==> config.mk <==
export PLATFORM = sky130hd
export DESIGN_NAME = mult_div_unit
export DESIGN_NICKNAME = d
export VERILOG_FILES = /design/src/rtl/mult_div_unit.sv
export SDC_FILE = /design/constraint.sdc
export NUM_CORES = 1
export LEC_CHECK = 0
export BUFFER_PORTS_ARGS = -buffer_cell sky130_fd_sc_hd__buf_4
export CAP_MARGIN = 20
export CORE_MARGIN = 2
export CORE_UTILIZATION = 40
export CTS_CLUSTER_DIAMETER = 40
export DETAILED_ROUTE_END_ITERATION = 8
export PLACE_DENSITY = 0.71
export RECOVER_POWER = 100
export SLEW_MARGIN = 10
export SYNTH_ARGS = -nofsm -noshare
export SYNTH_HDL_FRONTEND = slang
export SYNTH_SLANG_ARGS = --single-unit
==> constraint.sdc <==
create_clock -name clk -period 3.4 [get_ports clk]
set_input_delay 0.34 -clock clk [delete_from_list [all_inputs] [get_ports clk]]
set_output_delay 0.34 -clock clk [all_outputs]
set_load 0.005 [all_outputs]
==> src/rtl/mult_div_unit.sv <==
// ---------------------------------------------------------------------------
// mult_div_unit
//   Iterative HI/LO multiply/divide unit for the MIPS-32 datapath. It owns the
//   architectural HI and LO registers. MULT/MULTU run a radix-2 shift-add
//   multiply and DIV/DIVU run a restoring divide. Each takes one iteration per
//   clock over WIDTH cycles, then one fix-up cycle for sign correction and the
//   HI/LO write. MTHI/MTLO write HI/LO directly from rs_data while idle.
//
// Ports
//   clk       : system clock, rising edge
//   reset     : synchronous, active-high reset
//   start     : launch an operation (sampled only when idle)
//   op        : 00 MULT, 01 MULTU, 10 DIV, 11 DIVU (sampled with start)
//   rs_data   : operand A (multiplicand / dividend), MTHI/MTLO source
//   rt_data   : operand B (multiplier / divisor)
//   hi_write  : MTHI request
//   lo_write  : MTLO request
//   busy      : operation in flight
//   done      : one-cycle pulse, HI/LO just updated
//   hi, lo    : architectural HI / LO registers
// ---------------------------------------------------------------------------
module mult_div_unit #(
  parameter int WIDTH = 32,
  parameter int CNT_W = 6
) (
  input  logic             clk,
  input  logic             reset,
  input  logic             start,
  input  logic [1:0]       op,
  input  logic [WIDTH-1:0] rs_data,
  input  logic [WIDTH-1:0] rt_data,
  input  logic             hi_write,
  input  logic             lo_write,
  output logic             busy,
  output logic             done,
  output logic [WIDTH-1:0] hi,
  output logic [WIDTH-1:0] lo
);

  typedef enum logic [1:0] {
    IDLE = 2'd0,
    CALC = 2'd1,
    FIX  = 2'd2
  } state_t;

  state_t               state;
  logic [CNT_W-1:0]     cnt;
  logic                 is_div;
  logic                 sign_a;
  logic                 sign_b;
  logic                 div_zero;
  logic [WIDTH-1:0]     a_mag;
  logic [WIDTH-1:0]     b_mag;
  logic [WIDTH-1:0]     rs_raw;
  // Shared working register:
  //   multiply: {partial product high half, multiplier shifting out low}
  //   divide  : {partial remainder, dividend shifting out / quotient in}
  logic [2*WIDTH-1:0]   acc;

  // Two's-complement negate when en is set.
  function automatic logic [WIDTH-1:0] neg_if(input logic [WIDTH-1:0] v,
                                               input logic en);
    logic signed [WIDTH-1:0] s;
    s = $signed(v);
    return en ? $unsigned(-s) : v;
  endfunction

  function automatic logic [2*WIDTH-1:0] neg_wide_if(input logic [2*WIDTH-1:0] v,
                                                     input logic en);
    logic signed [2*WIDTH-1:0] s;
    s = $signed(v);
    return en ? $unsigned(-s) : v;
  endfunction

  // Operand sign capture: only MULT/DIV (op[0]=0) treat operands as signed.
  logic             rs_neg;
  logic             rt_neg;
  logic [WIDTH-1:0] rs_abs;
  logic [WIDTH-1:0] rt_abs;

  always_comb begin
    rs_neg = ~op[0] & rs_data[WIDTH-1];
    rt_neg = ~op[0] & rt_data[WIDTH-1];
    rs_abs = neg_if(rs_data, rs_neg);
    rt_abs = neg_if(rt_data, rt_neg);
  end

  // One multiply iteration: conditionally add the multiplicand into the high
  // half, then shift the whole accumulator right (carry enters at the top).
  logic [WIDTH:0]       mul_sum;
  logic [2*WIDTH-1:0]   mul_next;

  always_comb begin
    mul_sum  = {1'b0, acc[2*WIDTH-1:WIDTH]} + {1'b0, (acc[0] ? a_mag : '0)};
    mul_next = {mul_sum, acc[WIDTH-1:1]};
  end

  // One restoring-divide iteration: shift left, trial-subtract the divisor
  // from the remainder; keep the difference and set the quotient bit when it
  // does not borrow. The remainder stays below the divisor, so WIDTH+1 bits
  // suffice and bit WIDTH of the difference is the borrow.
  logic [2*WIDTH:0]     div_shift;
  logic [WIDTH:0]       div_trial;
  logic [2*WIDTH-1:0]   div_next;

  always_comb begin
    div_shift = {acc, 1'b0};
    div_trial = div_shift[2*WIDTH:WIDTH] - {1'b0, b_mag};
    if (!div_trial[WIDTH]) begin
      div_next = {div_trial[WIDTH-1:0], div_shift[WIDTH-1:1], 1'b1};
    end else begin
      div_next = div_shift[2*WIDTH-1:0];
    end
  end

  // Fix-up results from the final accumulator.
  logic [2*WIDTH-1:0]   prod_fix;
  logic [WIDTH-1:0]     quo_fix;
  logic [WIDTH-1:0]     rem_fix;

  always_comb begin
    prod_fix = neg_wide_if(acc, sign_a ^ sign_b);
    quo_fix  = neg_if(acc[WIDTH-1:0], sign_a ^ sign_b);
    rem_fix  = neg_if(acc[2*WIDTH-1:WIDTH], sign_a);
  end

  always_ff @(posedge clk) begin
    if (reset) begin
      state    <= IDLE;
      cnt      <= '0;
      busy     <= 1'b0;
      done     <= 1'b0;
      hi       <= '0;
      lo       <= '0;
      is_div   <= 1'b0;
      sign_a   <= 1'b0;
      sign_b   <= 1'b0;
      div_zero <= 1'b0;
      a_mag    <= '0;
      b_mag    <= '0;
      rs_raw   <= '0;
      acc      <= '0;
    end else begin
      done <= 1'b0;
      case (state)
        IDLE: begin
          if (start) begin
            is_div   <= op[1];
            sign_a   <= rs_neg;
            sign_b   <= rt_neg;
            div_zero <= op[1] & (rt_data == '0);
            a_mag    <= rs_abs;
            b_mag    <= rt_abs;
            rs_raw   <= rs_data;
            // Divide shifts the dividend out of the low half; multiply
            // shifts the multiplier out of it.
            acc      <= {{WIDTH{1'b0}}, (op[1] ? rs_abs : rt_abs)};
            cnt      <= '0;
            busy     <= 1'b1;
            state    <= CALC;
          end else begin
            // Move-to writes; start takes priority over them.
            if (hi_write) hi <= rs_data;
            if (lo_write) lo <= rs_data;
          end
        end

        CALC: begin
          acc <= is_div ? div_next : mul_next;
          cnt <= cnt + CNT_W'(1);
          if (cnt == CNT_W'(WIDTH - 1)) begin
            state <= FIX;
          end
        end

        FIX: begin
          if (!is_div) begin
            hi <= prod_fix[2*WIDTH-1:WIDTH];
            lo <= prod_fix[WIDTH-1:0];
          end else if (div_zero) begin
            // Divide by zero: dividend passes through as written, LO all ones.
            hi <= rs_raw;
            lo <= '1;
          end else begin
            hi <= rem_fix;
            lo <= quo_fix;
          end
          done  <= 1'b1;
          busy  <= 1'b0;
          state <= IDLE;
        end

        default: begin
          state <= IDLE;
          busy  <= 1'b0;
        end
      endcase
    end
  end

endmodule

After elaboration in Yosys (flattened, before gate mapping)
Index checks and enable logic that the tools add are counted.
{"block": "classes", "add_sub_neg": 8, "mul": 0, "div_mod_pow": 0, "n_lt_le_gt_ge": 0, "n_eq_ne": 8, "shifts": 0, "mux": 29, "bitwise": 6, "n_reduce_logical": 10}
{"cell": "two-way mux 32 bit", "count": 14}
{"cell": "two-way mux 64 bit", "count": 4}
{"cell": "negator 32 bit", "count": 4}
{"cell": "one-hot mux 32 bit (2 select lines)", "count": 2}
{"cell": "one-hot mux 64 bit (2 select lines)", "count": 1}
{"cell": "negator 64 bit", "count": 1}
{"cell": "adder 32 x 32 -> 33 bit", "count": 1}
{"cell": "subtractor 33 x 32 -> 33 bit", "count": 1}
{"cell": "zero test 32 bit", "count": 1}
{"cell": "one-hot mux 6 bit (2 select lines)", "count": 1}
{"cell": "!= test 2 bit, second input constant", "count": 5}
{"cell": "AND reduction 2 bit", "count": 4}
{"cell": "adder 6 x 1 -> 6 bit, second input constant", "count": 1}
{"cell": "== test 6 x 5 -> 1 bit, second input constant", "count": 1}
{"cell": "two-way mux 6 bit", "count": 1}
{"cell": "AND reduction 3 bit", "count": 2}
{"cell": "two-way mux 2 bit", "count": 2}
{"cell": "one-hot mux 2 bit (2 select lines)", "count": 1}
{"cell": "nonzero test 2 bit", "count": 2}
{"cell": "AND 1 bit", "count": 3}
{"cell": "== test 2 x 1 -> 1 bit, second input constant", "count": 1}
{"cell": "== test 2 bit, second input constant", "count": 1}
{"cell": "zero test 2 bit", "count": 1}
{"cell": "two-way mux 1 bit", "count": 2}
{"cell": "other kinds (3)", "count": 4}
{"block": "totals", "ff_bits": 238, "latchBits": 0, "ramBits": 0, "mem_bits_ro": 0, "in_bits": 71, "out_inout_bits": 66, "n_memories": 0}

Longest topological paths before layout
{"block": "depth", "word_depth": 6, "depth_mapped": 15, "depth_no_buf": 14}

Worst setup path before layout
No wires, ideal clock.
{"block": "synth_path", "path_type": "register to register", "startpoint": "reg acc[0]", "endpoint": "reg acc[61]", "setup_ns": 0.058, "arrival_ns": 3.369, "required_time_ns": 3.342, "path_slack_ns": -0.027, "path_stages_with_launch": 15, "path_buffers": 2, "path_cell_list": "dfxtp_1 clkbuf_1 clkbuf_1 and2_1 ha_1 a211oi_1 nor2_1 o41ai_1 a31oi_1 o32ai_1 o21ai_0 a22oi_1 mux2_2 a221oi_1 o21a_1"}
{"block": "synth_via", "elab_chain_len": 4}
{"element": "from (decl)", "line": "58", "text": "logic [2*WIDTH-1:0] acc;"}
{"element": "from (signal assigned)", "line": "157", "text": "acc <= {{WIDTH{1'b0}}, (op[1] ? rs_abs : rt_abs)};"}
{"element": "from (signal assigned)", "line": "169", "text": "acc <= is_div ? div_next : mul_next;"}
{"element": "two-way mux 32 bit", "line": "94", "text": "mul_sum = {1'b0, acc[2*WIDTH-1:WIDTH]} + {1'b0, (acc[0] ? a_mag : '0)};"}
{"element": "adder 32 x 32 -> 33 bit", "line": "94"}
{"element": "two-way mux 64 bit", "line": "169"}
{"element": "one-hot mux 64 bit (2 select lines)", "line": "145", "text": "case (state)"}
No other way between the ends.
A chain may end at the register's enable or synchronous reset.

Final worst setup path
{"block": "layout_path", "startpoint": "reg acc[49]", "endpoint": "reg hi[31]"}
{"block": "layout_via", "elab_chain_len": 5, "word_cells_on_any_way": 7, "classes_between": "add/sub: 2; mux: 5"}
{"element": "negator 32 bit", "line": "65", "text": "return en ? $unsigned(-s) : v;"}
{"element": "two-way mux 32 bit", "line": "65"}
{"element": "two-way mux 32 bit", "line": "180", "text": "end else if (div_zero) begin"}
{"element": "two-way mux 32 bit (*)", "line": "177", "text": "if (!is_div) begin"}
{"element": "one-hot mux 32 bit (2 select lines) (*)", "line": "145"}
{"element": "to (signal assigned)", "line": "178", "text": "hi <= prod_fix[2*WIDTH-1:WIDTH];"}
{"element": "to (signal assigned)", "line": "182", "text": "hi <= rs_raw;"}
{"element": "to (signal assigned)", "line": "185", "text": "hi <= rem_fix;"}
{"element": "to (decl)", "line": "36", "text": "output logic [WIDTH-1:0] hi,"}
Every way passes the cells marked *; elsewhere a longest branch is shown, timed or not.

==> summary.txt <==
Pwr
  • Total power: 10.72 mW
  • Sequential power share: 29.4%
  • Cell leakage power: 8.996 nW
  • Psw: 3.455 mW
  • Internal power: 7.266 mW
  • Switching Fraction: 32.22%
  • Logic pwr share: 25.1%
  • Maximum vdd drop: 0.4083 mV
  • Clk pwr share: 45.5%
  • Pwr/cell area: 485.6 mW/mm^2

Synth
  • Synth unique cells: 79
  • Syn_nets: 2502
  • Cell Area, Synth: 0.01756 mm^2
  • Async SR Flop Fraction: 0%
  • Top_reg_cell synth: dfxtp_1
  • Largest family of logic cells by synthesized area: compound AO/OA/AOI/OAI gates
  • Simple-gate share of the synthesized area: 21.24%
  • Adder-Cell Fraction of Synth Area: 5.145%
  • Syn_area_per_cell: 7.440 um^2
  • Gate Count Post-Synth: 2360
  • Seq cells post-synth: 237
  • Seq/Total Area, Yosys: 27.02%
  • Synth Area in Compound Gates: 26.82%
  • Mux cell area share after synthesis: 4.789%
  • Syn. warnings: 0
  • EDFF count, synth: 0
  • Post-synthesis xor/xnor area fraction: 9.378%

Critical path
  • Crit path buf inv count: 0
  • Critical path cell sequence: or4_1, or2_2, or4_1, or3_1, nand3_1, a311oi_1, mux2_2, o22ai_1, a31oi_1
  • CP arrival: 3.74 ns
  • Required @ worst endpoint: 3.84 ns
  • R2R Setup Slk: 0.10 ns
  • Worst Reg2Reg Path Length in Cells: 9
  • Critical Path Fanout Max: 3
  • Reg2Reg Launch Point: acc[49]
  • WS Path Type: reg -> reg
  • Critical R2R Capture: hi[31]
  • Slowest cell delay on critical path: 0.68 ns
  • Top delay family on crit path: simple AND/OR/NAND/NOR gates
  • Crit-path most repeated cell: or4_1
  • Worst setup path start: acc[49]
  • CP Launch Type: flip-flop
  • Crit. End Element: flip-flop
  • Slowest-stage cell, CP: or4_1

Placement
  • Hpwl dp: 54.54 mm
  • Routability cong.: 0.9829
  • Cell Area, Placed: 0.02030 mm^2
  • Placed cell count: 3110
  • Placement Setup Slack: -0.06772 ns
  • Port Buf Inserts: 136

Global routing
  • First-pass GRT wire length: 108.8 mm
  • Vias in the first global route: 18480
  • Initial antenna violation count: 0
  • GR Util met1: 40.49%
  • Overflow after GRT: 0
  • GR met2 Demand/Resource: 48.85%
  • Largest net degree at the start of global routing: 100
  • Met3 global-route usage: 6.151%
  • Total track usage: 31.13%
  • Most Crowded Layer GR: met2

STA
  • Max Slew Vio Count: 112
  • Final Hold Viols: 0
  • Post-route setup TNS: 0 ns
  • Fmax: 0.3034 GHz
  • Tmin final: 3.296 ns
  • Final setup fails: 0
  • Rel. slew slack: -20.72%
  • Hold Slack: 0.05362 ns
  • Final worst slack: 0.1038 ns
  • Worst clock skew: 0.01536 ns
  • Tcrit/Tclk final: 96.95%
  • Worst slew pin tran: 1.811 ns

Final layout
  • Area grow syn2layout: 25.74%
  • Nets@finish: 2719
  • Finished Layout Cells: 3200
  • ANT cells: 0
  • Fin area: 0.02208 mm^2
  • Final core utilization: 51.14%
  • Share of cells above drive strength 1: 18.01%

Routing
  • Vias: 19220
  • Drt initial violations: 1813
  • Drt first pass iters: 6
  • Antenna-violating nets left: 0
  • Via-to-Cell Ratio: 6.006
  • WL final: 72.38 mm
  • Routed WL per cell: 22.62 um
  • Residual DRC: 0

Hold path
  • Min-Delay Path Depth: 3
  • Worst Hold End: b_mag[0]
  • Tightest Hold Check Type: in -> reg
  • Min-delay src: rt_data[0]

Clock tree
  • Worst-skew pair later-pin latency: 0.58 ns
  • Reg clk slew, reported paths: 0.05 ns
  • Clock root buffer: clkbuf_16
  • H-Tree Depth: 2
  • Clock tree buffer depth: 3
  • CTS Buf Count: 48
  • CTS tree: yes
  • Hold Buf Count CTS: 0
  • Clk sinks: 237

Floorplan
  • Full die area: 0.04559 mm^2
  • IO Count: 137
  • Core area: 0.04317 mm^2
  • Initial Util: 40.67%
  • Die Ht: 213.5 um
  • Die width: 213.5 um
  • Number of cell rows: 76

Run status
  • Status: finished, violations left
  • Failing checks: capacitance limit, slew limit

Flow run
  • Max Cap Viol: 2
==> synthesized netlist by cell type, types with 27 or more instances <==
cell / instances / area (um^2)
o21ai_0: 125 / 625.6
nand2_1: 259 / 972.2
nor3_1: 57 / 285.3
inv_1: 69 / 259.0
a21oi_1: 244 / 1221
dfxtp_1: 237 / 4745
nand3_1: 33 / 165.2
a211oi_1: 100 / 750.7
nor2b_1: 27 / 168.9
o221ai_1: 34 / 297.8
xnor2_1: 111 / 972.2
nor2_1: 234 / 878.3
xor2_1: 77 / 674.4
mux2i_1: 75 / 750.7
clkbuf_1: 159 / 596.8
and2_1: 46 / 287.8
ha_1: 69 / 863.3
==> worst reg2reg max path, delay by kind of cell (launching register included) <==
kind            cells  cell delay [ns]
simple gates        5             2.05
compound gates      3             0.46
flops               1             0.33
mux                 1             0.32
==> metal layers <==
metal	routed length, um	up-vias
met1	30550	9194
met5	0	-
met3	5876	201
li1	-	8948
met4	3899	0
met2	32050	876
==> cell type report <==
cell class                      instances  area [um^2]
Fill cell                            4252        21090
Multi-Input combinational cell       1868        12140
Sequential cell                       237         4747
Timing Repair Buffer                  350         2534
Clock buffer                           61         1323
Tap cell                              585        732.0
Clock inverter                         27        330.3
Inverter                               72        270.3
==> layout by cell type, fill, tap and decap left out, types with 13 or more instances in the layout <==
cell | Yosys | routed
nand2_1 | 259 | 259
buf_4 | 0 | 257
a21oi_1 | 244 | 242
dfxtp_1 | 237 | 235
nor2_1 | 234 | 233
o21ai_0 | 125 | 122
xnor2_1 | 111 | 109
a211oi_1 | 100 | 99
xor2_1 | 77 | 76
mux2i_1 | 75 | 75
inv_1 | 69 | 68
ha_1 | 69 | 68
nor3_1 | 57 | 56
clkbuf_16 | 0 | 50
clkbuf_4 | 0 | 47
and2_1 | 46 | 43
clkbuf_1 | 159 | 41
nand3_1 | 33 | 33
o221ai_1 | 34 | 32
nor2b_1 | 27 | 27
nand2b_1 | 21 | 21
a21o_1 | 21 | 21
o211ai_1 | 21 | 21
or3_1 | 21 | 20
a31oi_1 | 20 | 19
and3_1 | 18 | 18
o31ai_1 | 20 | 18
a311oi_1 | 16 | 16
nor4_1 | 16 | 15
a22oi_1 | 16 | 15
o21a_1 | 13 | 13
a221oi_1 | 15 | 13
==> power by group through the flow <==
| stage | registers (mW) | logic, mW | clock network (mW) |
|---|---|---|---|
| 2_1_floorplan | 3.13 | 1.58 | 0 |
| 3_3_place_gp | 3.19 | 2.55 | 0 |
| 3_5_place_dp | 3.20 | 2.58 | 0 |
| 4_1_cts | 3.14 | 2.60 | 4.92 |
| 5_1_grt | 3.17 | 2.89 | 5.05 |
| 6_report | 3.15 | 2.69 | 4.88 |
==> kinds of logic after synthesis <==
logic type,count (synthesis)
AND/OR/NAND/NOR,795
AO/OA/AOI/OAI,731
buffers and inverters,255
flip-flops,237
XOR/XNOR,188
multiplexers,83
adder cells (fa/ha/maj),71
==> repair_timing <==
item                                    4_1_cts  5_1_grt
buffers inserted                              0        2
pin swaps                                     2       12
resized for setup                             8       43
endpoints found under the setup margin        6       30
==> state kept, by name, indices dropped and copies added (netlist names), 2 cells and up <==
name and flops:
acc 64, a_mag 32, b_mag 32, hi 32, lo 32, rs_raw 31
cnt 6, state 2
==> how the worst max path moves through the flow <==
stage / endpoint / slack [ns] / cells after the start
after detailed placement: acc[60] / -0.07 / 15
after global routing: hi[23] / -0.02 / 12
final: hi[31] / 0.10 / 9
after CTS: acc[60] / 0.005 / 15
after floorplan: acc[61] / 0.06 / 14
after global placement: acc[61] / 0.02 / 15
Note: power is estimated with default switching activity, not from simulation.
